File: config.mk
export PLATFORM = sky130hd
export DESIGN_NAME = ext_mem_router
export DESIGN_NICKNAME = d
export VERILOG_FILES = /design/src/rtl/ext_mem_router_pkg.sv /design/src/rtl/ext_mem_router_wdt.sv /design/src/rtl/ext_mem_router.sv
export SDC_FILE = /design/constraint.sdc
export NUM_CORES = 1
export LEC_CHECK = 0
export BUFFER_PORTS_ARGS = -buffer_cell sky130_fd_sc_hd__buf_2
export CORE_ASPECT_RATIO = 0.5
export CORE_MARGIN = 8
export CORE_UTILIZATION = 40
export CTS_CLUSTER_SIZE = 28
export DETAILED_ROUTE_END_ITERATION = 6
export HOLD_SLACK_MARGIN = 0.1
export PLACE_DENSITY = 0.77
export SLEW_MARGIN = 25
export SYNTH_ARGS = -nofsm -noshare
export SYNTH_HDL_FRONTEND = slang
export SYNTH_SLANG_ARGS = --single-unit
File: constraint.sdc
create_clock -name clk -period 2.1 [get_ports clk]
set_clock_uncertainty 0.15 [all_clocks]
set_input_delay 0.105 -clock clk [delete_from_list [all_inputs] [get_ports clk]]
set_output_delay 0.105 -clock clk [all_outputs]
set_load 0.02 [all_outputs]
File: src/rtl/ext_mem_router_pkg.sv
// ext_mem_router_pkg: shared types and helpers for the external memory router.
//   state_e       - access FSM states (idle / access / done)
//   ch_decode()   - extracts the channel index from a left-justified address
//   RDATA_TIMEOUT - read data returned when an access is aborted by the watchdog
package ext_mem_router_pkg;

  typedef enum logic [1:0] {
    StIdle   = 2'd0,
    StAccess = 2'd1,
    StDone   = 2'd2
  } state_e;

  // Widest address / data the helpers below accept.
  localparam int unsigned AddrMaxW = 64;
  localparam int unsigned MaxDataW = 256;

  localparam logic [MaxDataW-1:0] RDATA_TIMEOUT = '1;

  // addr must be left-justified in AddrMaxW bits; returns its top sel_w bits.
  function automatic logic [7:0] ch_decode(input logic [AddrMaxW-1:0] addr,
                                           input int unsigned         sel_w);
    return 8'(addr >> (AddrMaxW - sel_w));
  endfunction

endpackage

File: src/rtl/ext_mem_router_wdt.sv
// ext_mem_router_wdt: access watchdog for the external memory router.
//   clk, rst - clock, asynchronous active-high reset
//   clear    - zero the counter
//   enable   - count one cycle
//   expired  - high during the LIMIT-th enabled cycle since the last clear
module ext_mem_router_wdt
  import ext_mem_router_pkg::*;
#(
  parameter int unsigned LIMIT = 255
) (
  input  logic clk,
  input  logic rst,
  input  logic clear,
  input  logic enable,
  output logic expired
);

  localparam int unsigned CntW = (LIMIT < 2) ? 1 : $clog2(LIMIT + 1);

  logic [CntW-1:0] cnt_q;

  // The counter holds the number of completed enabled cycles, so the cycle
  // in which it reads LIMIT-1 is the LIMIT-th one.
  assign expired = enable && (32'(cnt_q) == LIMIT - 1);

  always_ff @(posedge clk or posedge rst) begin
    if (rst) begin
      cnt_q <= '0;
    end else if (clear) begin
      cnt_q <= '0;
    end else if (enable && !expired) begin
      cnt_q <= cnt_q + CntW'(1);
    end
  end

endmodule

File: src/rtl/ext_mem_router.sv
// ext_mem_router: routes CPU bus accesses to NUM_CH slave channels selected by
// the top SEL_W address bits, with a per-access IDLE/ACCESS/DONE handshake.
// Ports:
//   clk, rst                  - clock, asynchronous active-high reset
//   addr_i, re_i, we_i        - CPU request (address, read / write strobe)
//   wdata_i, rdata_o          - CPU write data in, registered read data out
//   needWait_o                - CPU must hold its request while high
//   err_o                     - last access was unmapped (or timed out)
//   ch_addr_o, ch_wdata_o     - latched offset / write data, shared by channels
//   ch_re_o, ch_we_o          - one-hot registered channel strobes
//   ch_rdata_i, ch_needWait_i - per-channel read data and wait
// Build option: define EXT_MEM_ROUTER_TIMEOUT_EN to abort ACCESS after
// TIMEOUT_CYC cycles of slave wait (returns all-ones read data, sets err_o).
module ext_mem_router
  import ext_mem_router_pkg::*;
#(
  parameter int unsigned NUM_CH      = 4,
  parameter int unsigned ADDR_W      = 24,
  parameter int unsigned DATA_W      = 16,
  parameter int unsigned SEL_W       = 3,
  parameter int unsigned TIMEOUT_CYC = 255
) (
  input  logic                     clk,
  input  logic                     rst,
  input  logic [ADDR_W-1:0]        addr_i,
  input  logic                     re_i,
  input  logic                     we_i,
  input  logic [DATA_W-1:0]        wdata_i,
  output logic [DATA_W-1:0]        rdata_o,
  output logic                     needWait_o,
  output logic                     err_o,
  output logic [ADDR_W-SEL_W-1:0]  ch_addr_o,
  output logic [DATA_W-1:0]        ch_wdata_o,
  output logic [NUM_CH-1:0]        ch_re_o,
  output logic [NUM_CH-1:0]        ch_we_o,
  input  logic [NUM_CH*DATA_W-1:0] ch_rdata_i,
  input  logic [NUM_CH-1:0]        ch_needWait_i
);

  localparam int unsigned OffW = ADDR_W - SEL_W;

  state_e            state_q;
  logic [SEL_W-1:0]  sel_q;
  logic              is_write_q;

  logic              req;
  logic [SEL_W-1:0]  req_sel;
  logic              req_mapped;
  logic [NUM_CH-1:0] req_onehot;
  logic              sel_wait;
  logic [DATA_W-1:0] sel_rdata;
  logic              timeout;

  assign req        = re_i | we_i;
  assign req_sel    = SEL_W'(ch_decode({addr_i, {(AddrMaxW - ADDR_W){1'b0}}}, SEL_W));
  assign req_mapped = 32'(req_sel) < NUM_CH;

  assign needWait_o = ((state_q == StIdle) && req) || (state_q == StAccess);

  // Decode the incoming channel and mux the latched channel's response.
  always_comb begin
    req_onehot = '0;
    sel_wait   = 1'b0;
    sel_rdata  = '0;
    for (int unsigned k = 0; k < NUM_CH; k++) begin
      if (32'(req_sel) == k) begin
        req_onehot[k] = 1'b1;
      end
      if (32'(sel_q) == k) begin
        sel_wait  = ch_needWait_i[k];
        sel_rdata = ch_rdata_i[k*DATA_W +: DATA_W];
      end
    end
  end

`ifdef EXT_MEM_ROUTER_TIMEOUT_EN
  ext_mem_router_wdt #(
    .LIMIT (TIMEOUT_CYC)
  ) u_wdt (
    .clk     (clk),
    .rst     (rst),
    .clear   (state_q != StAccess),
    .enable  (state_q == StAccess),
    .expired (timeout)
  );
`else
  logic unused_timeout_cyc;
  assign unused_timeout_cyc = ^TIMEOUT_CYC;
  assign timeout = 1'b0;
`endif

  always_ff @(posedge clk or posedge rst) begin
    if (rst) begin
      state_q    <= StIdle;
      sel_q      <= '0;
      is_write_q <= 1'b0;
      rdata_o    <= '0;
      err_o      <= 1'b0;
      ch_addr_o  <= '0;
      ch_wdata_o <= '0;
      ch_re_o    <= '0;
      ch_we_o    <= '0;
    end else begin
      unique case (state_q)
        StIdle: begin
          if (req) begin
            ch_addr_o  <= addr_i[OffW-1:0];
            ch_wdata_o <= wdata_i;
            sel_q      <= req_sel;
            is_write_q <= we_i;
            if (req_mapped) begin
              err_o   <= 1'b0;
              state_q <= StAccess;
              if (we_i) begin
                ch_we_o <= req_onehot;
              end else begin
                ch_re_o <= req_onehot;
              end
            end else begin
              // Unmapped: reads return zero, writes are dropped.
              err_o   <= 1'b1;
              state_q <= StDone;
              if (!we_i) begin
                rdata_o <= '0;
              end
            end
          end
        end
        StAccess: begin
          if (!sel_wait) begin
            ch_re_o <= '0;
            ch_we_o <= '0;
            if (!is_write_q) begin
              rdata_o <= sel_rdata;
            end
            state_q <= StDone;
          end else if (timeout) begin
            ch_re_o <= '0;
            ch_we_o <= '0;
            err_o   <= 1'b1;
            if (!is_write_q) begin
              rdata_o <= RDATA_TIMEOUT[DATA_W-1:0];
            end
            state_q <= StDone;
          end
        end
        StDone: begin
          state_q <= StIdle;
        end
        default: begin
          state_q <= StIdle;
        end
      endcase
    end
  end

endmodule

==> results of run 1 <==
-- where the power goes --
| part | switching (µW) | internal (µW) | total [µW] | leakage (µW) |
|---|---|---|---|---|
| registers | 368 | 1860 | 2230 | 0.000825 |
| clock network | 526 | 884 | 1410 | 0.000141 |
| logic | 2040 | 1660 | 3700 | 0.00159 |
-- kinds of logic after synthesis --
kind of cell | count (synthesis)
and+or+nand+nor | 41
buffers and inverters | 20
AOI/OAI and AO/OA | 66
muxes | 42
DFF | 67
-- routing by layer --
metal,vias to the layer above,share of wire,track usage
met5,-,0,0
met4,0,0.028,0.09468
met3,27,0.050,0.05733
met2,88,0.56,0.3938
met1,1490,0.36,0.2024
li1,1418,-,-
-- flip-flops by register name (all words and copies together) (netlist names) --
| register | flops |
|---|---|
| rdata_o | 16 |
| ch_addr_o | 21 |
| sel_q | 3 |
| state_q | 2 |
| ch_wdata_o | 16 |
| ch_re_o | 4 |
| is_write_q | 1 |
| ch_we_o | 4 |
-- path summary, 6_finish.rpt --
| path | from | to | slack, ns |
|---|---|---|---|
| max in group asynchronous | rst | sel_q[1] | 1.26 |
| setup / recovery | sel_q[1] | rdata_o[12] | 0.04 |
| hold reg to reg | ch_we_o[0] | ch_we_o[0] | 0.32 |
| min in group asynchronous | rst | ch_addr_o[12] | 0.26 |
| setup reg to reg | sel_q[1] | rdata_o[12] | 0.04 |
| hold / removal | ch_rdata_i[37] | rdata_o[5] | 0.10 |
-- what timing repair did --
action | in CTS | in global routing
setup buffers | 0 | 0
hold buffers | 79 | 0
cloned | 0 | 0
gates resized for setup | 1 | 7
endpoints found under the hold margin | 134 | 0
endpoints found under the setup margin | 1 | 15
-- Yosys cell counts --
library cell,instances,area [µm²]
o2bb2ai_1,11,96.34
o2bb2ai_4,1,27.53
dfrtp_1,67,1677
inv_1,3,11.26
nor3b_1,1,7.510
and3b_1,1,8.760
nand2b_1,4,25.02
clkbuf_1,12,45.04
buf_1,2,7.510
a21boi_0,1,7.510
a221oi_2,1,15.01
nand3_1,1,5.000
mux2_4,2,30.03
or2b_1,1,7.510
nor2b_1,13,81.33
a211o_1,16,140.1
mux2_2,40,450.4
nand3b_1,2,15.01
and2b_1,3,22.52
buf_12,1,20.02
o21ai_0,2,10.01
buf_6,2,22.52
nand2_1,4,15.01
nor3_1,4,20.02
a21oi_1,2,10.01
o22ai_1,1,6.260
or4b_1,1,10.01
o2bb2ai_2,9,135.1
a22oi_1,1,7.510
a21o_1,2,15.01
o221ai_1,16,140.1
a22o_1,3,26.28
nor2_1,6,22.52
-- through the flow --
step,hold slack (ns),cell area [µm²],cells,power (µW)
final,0.1031,5288,608,7342
after global routing,0.1259,5288,608,7739
after detailed placement,0.05915,4175,512,5722
after CTS,0.1002,5250,606,7285
after floorplan,0.09466,3152,236,4544
after global placement,0.05800,4175,512,5623
-- area by class of cell --
cell class              count  area, µm²
fillers                   493       2172
repair buffers            264       1782
flip-flops and latches     67       1678
multi-input cells         149       1396
clock buffers              13      270.3
well taps                 108      135.1
inverters                   3      11.26
clock inverters             2      10.01
diodes                      2      5.005
-- worst max-delay path, delay by kind of cell (launching register included) --
| kind | cells | cell delay [ns] |
|---|---|---|
| AND/OR/NAND/NOR | 1 | 0.50 |
| buffers and inverters | 1 | 0.17 |
| flip-flops | 1 | 0.43 |
| multiplexers | 1 | 0.33 |
| AO/OA/AOI/OAI | 2 | 0.39 |
==> flow_summary.json, run 1 <==
{
  "grt_max_degree": 68,
  "drv_slew": 0,
  "ys_types": 33,
  "synth_fa_ha_area_frac": 0,
  "hold_violations": 0,
  "path_class": "flip-flop to flip-flop",
  "core_area_um2": 7460,
  "insertion_delay_ns": 0.33,
  "die_h_um": 78.66,
  "finalWirelength_mm": 11.27,
  "total_leakage_power_uw": 0.002555,
  "syn_avg_cell_area_um2": 13.31,
  "clock_path_buffers": 2,
  "layout_common_cells": "174 x buf_2, 79 x dlygate4sd3_1, 66 x dfrtp_1",
  "grtUsageTotal": 0.2040,
  "maxCapViolCount": 0,
  "final_util": 0.7088,
  "nets": 606,
  "max_freq_mhz": 485.0,
  "rows": 22,
  "cts_inserted_buffers": 9,
  "pre_cts_slack_ns": 0.004770,
  "io_pins": 175,
  "overflow": 0,
  "die_area_um2": 11110,
  "synth-seq-cells": 67,
  "finalSetupViolations": 0,
  "drc_errors": 0,
  "setup_ws_ns": 0.03811,
  "outcome": "complete, no violations",
  "layout_commonest_cell": "buf_2",
  "synth_xor_area_frac": 0,
  "initial_core_util": 0.4210,
  "ys_seq_area_frac": 0.5339,
  "antenna_found_initial": 2,
  "relSlewSlack": 0.6790,
  "critPathMaxStageDelay_ns": 0.50,
  "clkTransAtPathRegs_ns": 0.05,
  "hold_class": "input pin to flip-flop",
  "drive_gt1_frac": 0.5201,
  "cp-end-kind": "flip-flop",
  "syn_inst": 236,
  "layout_worst_path_cycle_share": 0.9819,
  "place_hpwl_mm": 7.085,
  "root_buffer": "clkbuf_16",
  "cts_tree": "built",
  "worstSetupStartpointType": "flip-flop",
  "ys.warnings.count": 0,
  "detail-route-antenna-nets": 0,
  "fin_crit_ns": 2.062,
  "syn_nets": 348,
  "fin_setup_tns_ns": 0,
  "via_per_inst": 4.972,
  "syn_area_um2": 3141,
  "die_w_um": 141.3,
  "gp_congestion": 0.8021,
  "tightestPinTransition_ns": 0.4805,
  "crit_required_ns": 2.21,
  "io_buffer_count": 174,
  "via_count": 3023,
  "synth_top_family_by_area": "compound AO/OA/AOI/OAI gates",
  "synth_simple_gate_area_share": 0.07649,
  "holdPathStages": 4,
  "powerDensity_nw_per_um2": 1389,
  "synth_mux_area_frac": 0.1530,
  "crit_fanout": 16,
  "grt_pass1_wl_mm": 17.75,
  "htree_num_levels": 3,
  "arrival_ns": 2.17,
  "r2r_cells": 5,
  "slowest_stage": "or4b_4",
  "grt_pass1_vias": 3391,
  "crit_chain": "mux2_4, a221oi_4, or4b_4, buf_12, o2bb2ai_2",
  "wire_per_inst_um": 18.54,
  "synth_compound_area_frac": 0.2028,
  "dr.pass1.iters": 4,
  "drtIter0Drc": 192,
  "cts.sinks": 67,
  "rsz0062_at_grt": "true",
  "peakVddDrop_uv": 877.2,
  "synthToLayoutAreaGrowth_pct": 68.37
}
Note: power is estimated with default switching activity, not from simulation.
==> inputs of run 2 (changes only) <==
--- a/config.mk
+++ b/config.mk
@@ -8,11 +8,11 @@
 export BUFFER_PORTS_ARGS = -buffer_cell sky130_fd_sc_hd__buf_2
 export CORE_ASPECT_RATIO = 0.5
 export CORE_MARGIN = 8
-export CORE_UTILIZATION = 40
+export CORE_UTILIZATION = 30
 export CTS_CLUSTER_SIZE = 28
 export DETAILED_ROUTE_END_ITERATION = 6
 export HOLD_SLACK_MARGIN = 0.1
-export PLACE_DENSITY = 0.77
+export PLACE_DENSITY = 0.61
 export SLEW_MARGIN = 25
 export SYNTH_ARGS = -nofsm -noshare
 export SYNTH_HDL_FRONTEND = slang
==> flow_summary.json, run 2 (synthesized netlist as in run 1, its figures left out) <==
{
  "root_buffer": "clkbuf_16",
  "place_hpwl_mm": 7.497,
  "crit_required_ns": 2.20,
  "detail-route-antenna-nets": 0,
  "crit_chain": "mux2_4, a221oi_4, or4b_4, buf_12, o2bb2ai_2",
  "fin_crit_ns": 2.070,
  "r2r_cells": 5,
  "rsz0062_at_grt": "true",
  "grt_max_degree": 35,
  "antenna_found_initial": 0,
  "max_freq_mhz": 483.2,
  "r2r_end": "rdata_o[4]",
  "overflow": 0,
  "finalWirelength_mm": 11.03,
  "reg_top3": "ch_addr_o: 21 flops, ch_wdata_o: 16 flops, rdata_o: 16 flops",
  "tightestPinTransition_ns": 0.4528,
  "maxCapViolCount": 0,
  "relSlewSlack": 0.6975,
  "placed_cell_area_um2": 4218,
  "core_area_um2": 10180,
  "io_buffer_count": 174,
  "hold_violations": 0,
  "powerDensity_nw_per_um2": 1403,
  "cts.sinks": 67,
  "fin_setup_tns_ns": 0,
  "num_antenna_cells": 0,
  "rows": 26,
  "wire_per_inst_um": 17.18,
  "power.total_uw": 7597,
  "critPathBufInv": 1,
  "layout_common_cells": "174 x buf_2, 80 x dlygate4sd3_1, 67 x dfrtp_1",
  "slowest_stage": "or4b_4",
  "grt_pass1_vias": 3321,
  "largest_reg_flops": 21,
  "initial_core_util": 0.3084,
  "worstSetupStartpointType": "flip-flop",
  "die_h_um": 88.35,
  "drc_errors": 0,
  "crit_end": "rdata_o[4]",
  "grt_pass1_wl_mm": 17.06,
  "insertion_delay_ns": 0.32,
  "layout_worst_path_cycle_share": 0.9855,
  "cts_tree": "built",
  "layout_commonest_cell": "buf_2",
  "cp-end-kind": "flip-flop",
  "dr.pass1.iters": 4,
  "nets": 609,
  "clock_path_buffers": 2,
  "final_util": 0.5318,
  "outcome": "complete, no violations",
  "hold_class": "input pin to flip-flop",
  "via_count": 2999,
  "critPathMaxStageDelay_ns": 0.51,
  "cts_inserted_buffers": 9,
  "finalSetupViolations": 0,
  "clkTransAtPathRegs_ns": 0.05,
  "htree_num_levels": 3,
  "drtIter0Drc": 127,
  "drive_gt1_frac": 0.5259,
  "arrival_ns": 2.17,
  "drv_slew": 0,
  "synthToLayoutAreaGrowth_pct": 72.43,
  "critical_path_depth": 5,
  "crit_fanout": 16,
  "io_pins": 175,
  "holdWs_ns": 0.1049,
  "via_per_inst": 4.671,
  "setup.worst_path.start": "sel_q[1]",
  "r2r_start": "sel_q[1]",
  "die_w_um": 160.7,
  "total_leakage_power_uw": 0.002597,
  "path_class": "flip-flop to flip-flop",
  "worst-r2r-setup-slack_ns": 0.03,
  "grtUsageTotal": 0.1515,
  "die_area_um2": 14200,
  "cp_top_family": "simple AND/OR/NAND/NOR gates",
  "final_cell_area_um2": 5415,
  "gp_congestion": 0.7845,
  "peakVddDrop_uv": 678.6,
  "largest_register": "ch_addr_o"
}
run 2: changes by cell type in the layout (fill, tap and decap cells not counted):
cell and change:
buf_4 +3, bufinv_16 +3, o2bb2ai_1 -3, o2bb2ai_2 +3, clkbuf_8 -2, diode_2 -2, buf_12 -1, dfrtp_1 +1
dfrtp_2 -1, dlygate4sd3_1 +1
run 2: per-layer routing:
metal	global-route usage	wire length, µm	vias up
li1	-	-	1425
met1	0.1549	4089	1460
met2	0.2853	6036	84
met3	0.04596	526	30
met4	0.07423	378	0
met5	0	0	-
run 2: tightest hold or removal path: stages:
cell and delay (ns):
buf_2 0.08, mux2_4 0.15, a22oi_1 0.08, o2bb2ai_1 0.13
run 2: timing repair:
action                                  in CTS  in global routing
endpoints found under the hold margin      134                  0
endpoints found under the setup margin       0                 16
hold buffers                                80                  0
resized for setup                            0                 10
buffers inserted                             0                  0
run 2: cell type report:
type	count	area, µm²
clock buffers	11	242.7
repair buffers	267	1794
fillers	860	4767
flip-flops and latches	67	1677
multi-input cells	149	1415
inverters	3	11.26
well taps	140	175.2
clock inverters	5	100.1
run 2: power by group:
part / switching, µW / internal (µW) / leakage [µW]
sequential: 337 / 1860 / 0.000826
clock: 523 / 1190 / 0.000169
combinational: 2030 / 1660 / 0.00160
run 2: how the worst min path moves through the flow:
stage	from	to	depth (start not counted)
after floorplan	we_i	is_write_q	1
after global placement	rst	ch_wdata_o[10]	2
after detailed placement	rst	ch_wdata_o[10]	2
after CTS	ch_needWait_i[2]	state_q[0]	4
after global routing	ch_rdata_i[34]	rdata_o[2]	4
final	ch_needWait_i[2]	state_q[0]	4
run 2: stage by stage:
| stage | cells | setup slack [ns] |
|---|---|---|
| finish | 642 | 0.03040 |
| global route | 642 | -0.04351 |
| floorplan | 236 | -0.05586 |
| global placement | 546 | 0.06224 |
| detailed placement | 546 | 0.01276 |
| CTS | 642 | 0.0007438 |
==> inputs of run 3 (changes only) <==
--- a/config.mk
+++ b/config.mk
@@ -13,6 +13,7 @@
 export DETAILED_ROUTE_END_ITERATION = 6
 export HOLD_SLACK_MARGIN = 0.1
 export PLACE_DENSITY = 0.61
+export REMOVE_ABC_BUFFERS = 1
 export SLEW_MARGIN = 25
 export SYNTH_ARGS = -nofsm -noshare
 export SYNTH_HDL_FRONTEND = slang
==> flow_summary.json, run 3 (synthesized netlist as in run 1, its figures left out) <==
{
  "clkTransAtPathRegs_ns": 0.06,
  "cts.sinks": 67,
  "via_per_inst": 4.658,
  "relSlewSlack": 0.6668,
  "cts_tree": "built",
  "grt_use_met2": 0.3009,
  "largest_reg_flops": 21,
  "arrival_ns": 2.17,
  "htree_num_levels": 3,
  "postCtsSetupBuffers": 0,
  "use_met1": 0.1465,
  "nets": 613,
  "antenna_found_initial": 0,
  "drive_gt1_frac": 0.5158,
  "pre_cts_slack_ns": 0.03760,
  "powerDensity_nw_per_um2": 1392,
  "setup_ws_ns": 0.04242,
  "detail-route-antenna-nets": 0,
  "grt_pass1_vias": 3336,
  "gp_congestion": 0.7264,
  "hold_violations": 0,
  "insertion_delay_ns": 0.33,
  "grtUsageTotal": 0.1495,
  "place_hpwl_mm": 7.236,
  "via_count": 3014,
  "reg_top3": "ch_addr_o: 21 flops, ch_wdata_o: 16 flops, rdata_o: 16 flops",
  "drv_slew": 0,
  "r2r_cells": 5,
  "root_buffer": "clkbuf_16",
  "layout_commonest_cell": "buf_2",
  "dp_cells": 547,
  "io_buffer_count": 174,
  "peakVddDrop_uv": 680.7,
  "multi_input_area_um2": 1384,
  "rows": 26,
  "overflow": 0,
  "dr.pass1.iters": 4,
  "r2r_end": "rdata_o[13]",
  "io_pins": 175,
  "layout_common_cells": "174 x buf_2, 83 x dlygate4sd3_1, 66 x dfrtp_1",
  "worstSetupStartpointType": "flip-flop",
  "total_leakage_power_uw": 0.002596,
  "holdWs_ns": 0.1117,
  "grt_use_met3": 0.04085,
  "tightestPinTransition_ns": 0.4987,
  "die_h_um": 88.35,
  "crit_fanout": 7,
  "holdPathStages": 4,
  "fin_crit_ns": 2.058,
  "fin_cells": 647,
  "path_class": "flip-flop to flip-flop",
  "die_area_um2": 14200,
  "finalWirelength_mm": 10.85,
  "rsz0062_at_grt": "true",
  "largest_register": "ch_addr_o",
  "wire_per_inst_um": 16.77,
  "final_util": 0.5318,
  "busiest_layer": "met2",
  "crit_required_ns": 2.21,
  "die_w_um": 160.7,
  "drtIter0Drc": 132,
  "cts_inserted_buffers": 9,
  "grt_max_degree": 68,
  "maxCapViolCount": 0,
  "outcome": "complete, no violations",
  "clock_path_buffers": 2,
  "cp-end-kind": "flip-flop",
  "max_freq_mhz": 486.0,
  "synthToLayoutAreaGrowth_pct": 72.43,
  "seqCellArea_um2": 1678,
  "r2r_start": "sel_q[1]",
  "drc_errors": 0,
  "hold_end": "rdata_o[10]",
  "worst-r2r-setup-slack_ns": 0.04,
  "hold_class": "input pin to flip-flop",
  "nFillCells": 851,
  "finalSetupViolations": 0,
  "initial_core_util": 0.3084,
  "grt_pass1_wl_mm": 16.83,
  "min_from": "ch_rdata_i[42]",
  "core_area_um2": 10180,
  "layout_worst_path_cycle_share": 0.9798
}
## run 3: cell type report
cell class	count	share of cell area
Multi-Input combinational cell	149	0.2555
Inverter	3	0.002079
Timing Repair Buffer	271	0.3390
Antenna cell	1	0.0004621
Clock buffer	12	0.04737
Tap cell	140	0.03235
Clock inverter	4	0.01340
Sequential cell	67	0.3098
## run 3: what timing repair did
item / 4_1_cts / 5_1_grt
resized for setup: 0 / 5
hold buffers: 83 / 0
setup endpoints to repair: 0 / 16
endpoints found under the hold margin: 134 / 0
## run 3: power breakdown
part           internal [µW]  switching (µW)
logic                   1680            2010
clock network           1100             543
registers               1860             343
## run 3: worst max path at each step
stage	startpoint	endpoint	slack, ns	cells after the start
detailed placement	sel_q[1]	rdata_o[2]	0.04	5
CTS	sel_q[1]	rdata_o[2]	0.02	5
finish	sel_q[1]	rdata_o[13]	0.04	5
floorplan	state_q[0]	ch_addr_o[0]	-1.91	2
global placement	sel_q[1]	rdata_o[6]	0.07	5
global route	sel_q[1]	rdata_o[5]	-0.03	5
## run 3: worst max-delay path: stages, from the launching register on
cell and delay [ns]:
dfrtp_2 0.43, mux2_4 0.33, a221oi_4 0.27, or4b_4 0.50
buf_4 0.19, o2bb2ai_2 0.11
## run 3: metrics by stage
stage / setup TNS, ns / total power (µW) / area (µm²)
after floorplan: -88.53 / 4421 / 3045
after global placement: 0 / 5683 / 4227
after detailed placement: 0 / 5728 / 4227
after CTS: 0 / 7577 / 5386
after global routing: -0.2240 / 7996 / 5413
final: 0 / 7540 / 5415
## run 3: layer usage
| layer | part of all wire | routed length (µm) |
|---|---|---|
| met4 | 0.016 | 174 |
| met3 | 0.044 | 481 |
| met1 | 0.36 | 3948 |
| met2 | 0.58 | 6247 |
| met5 | 0 | 0 |
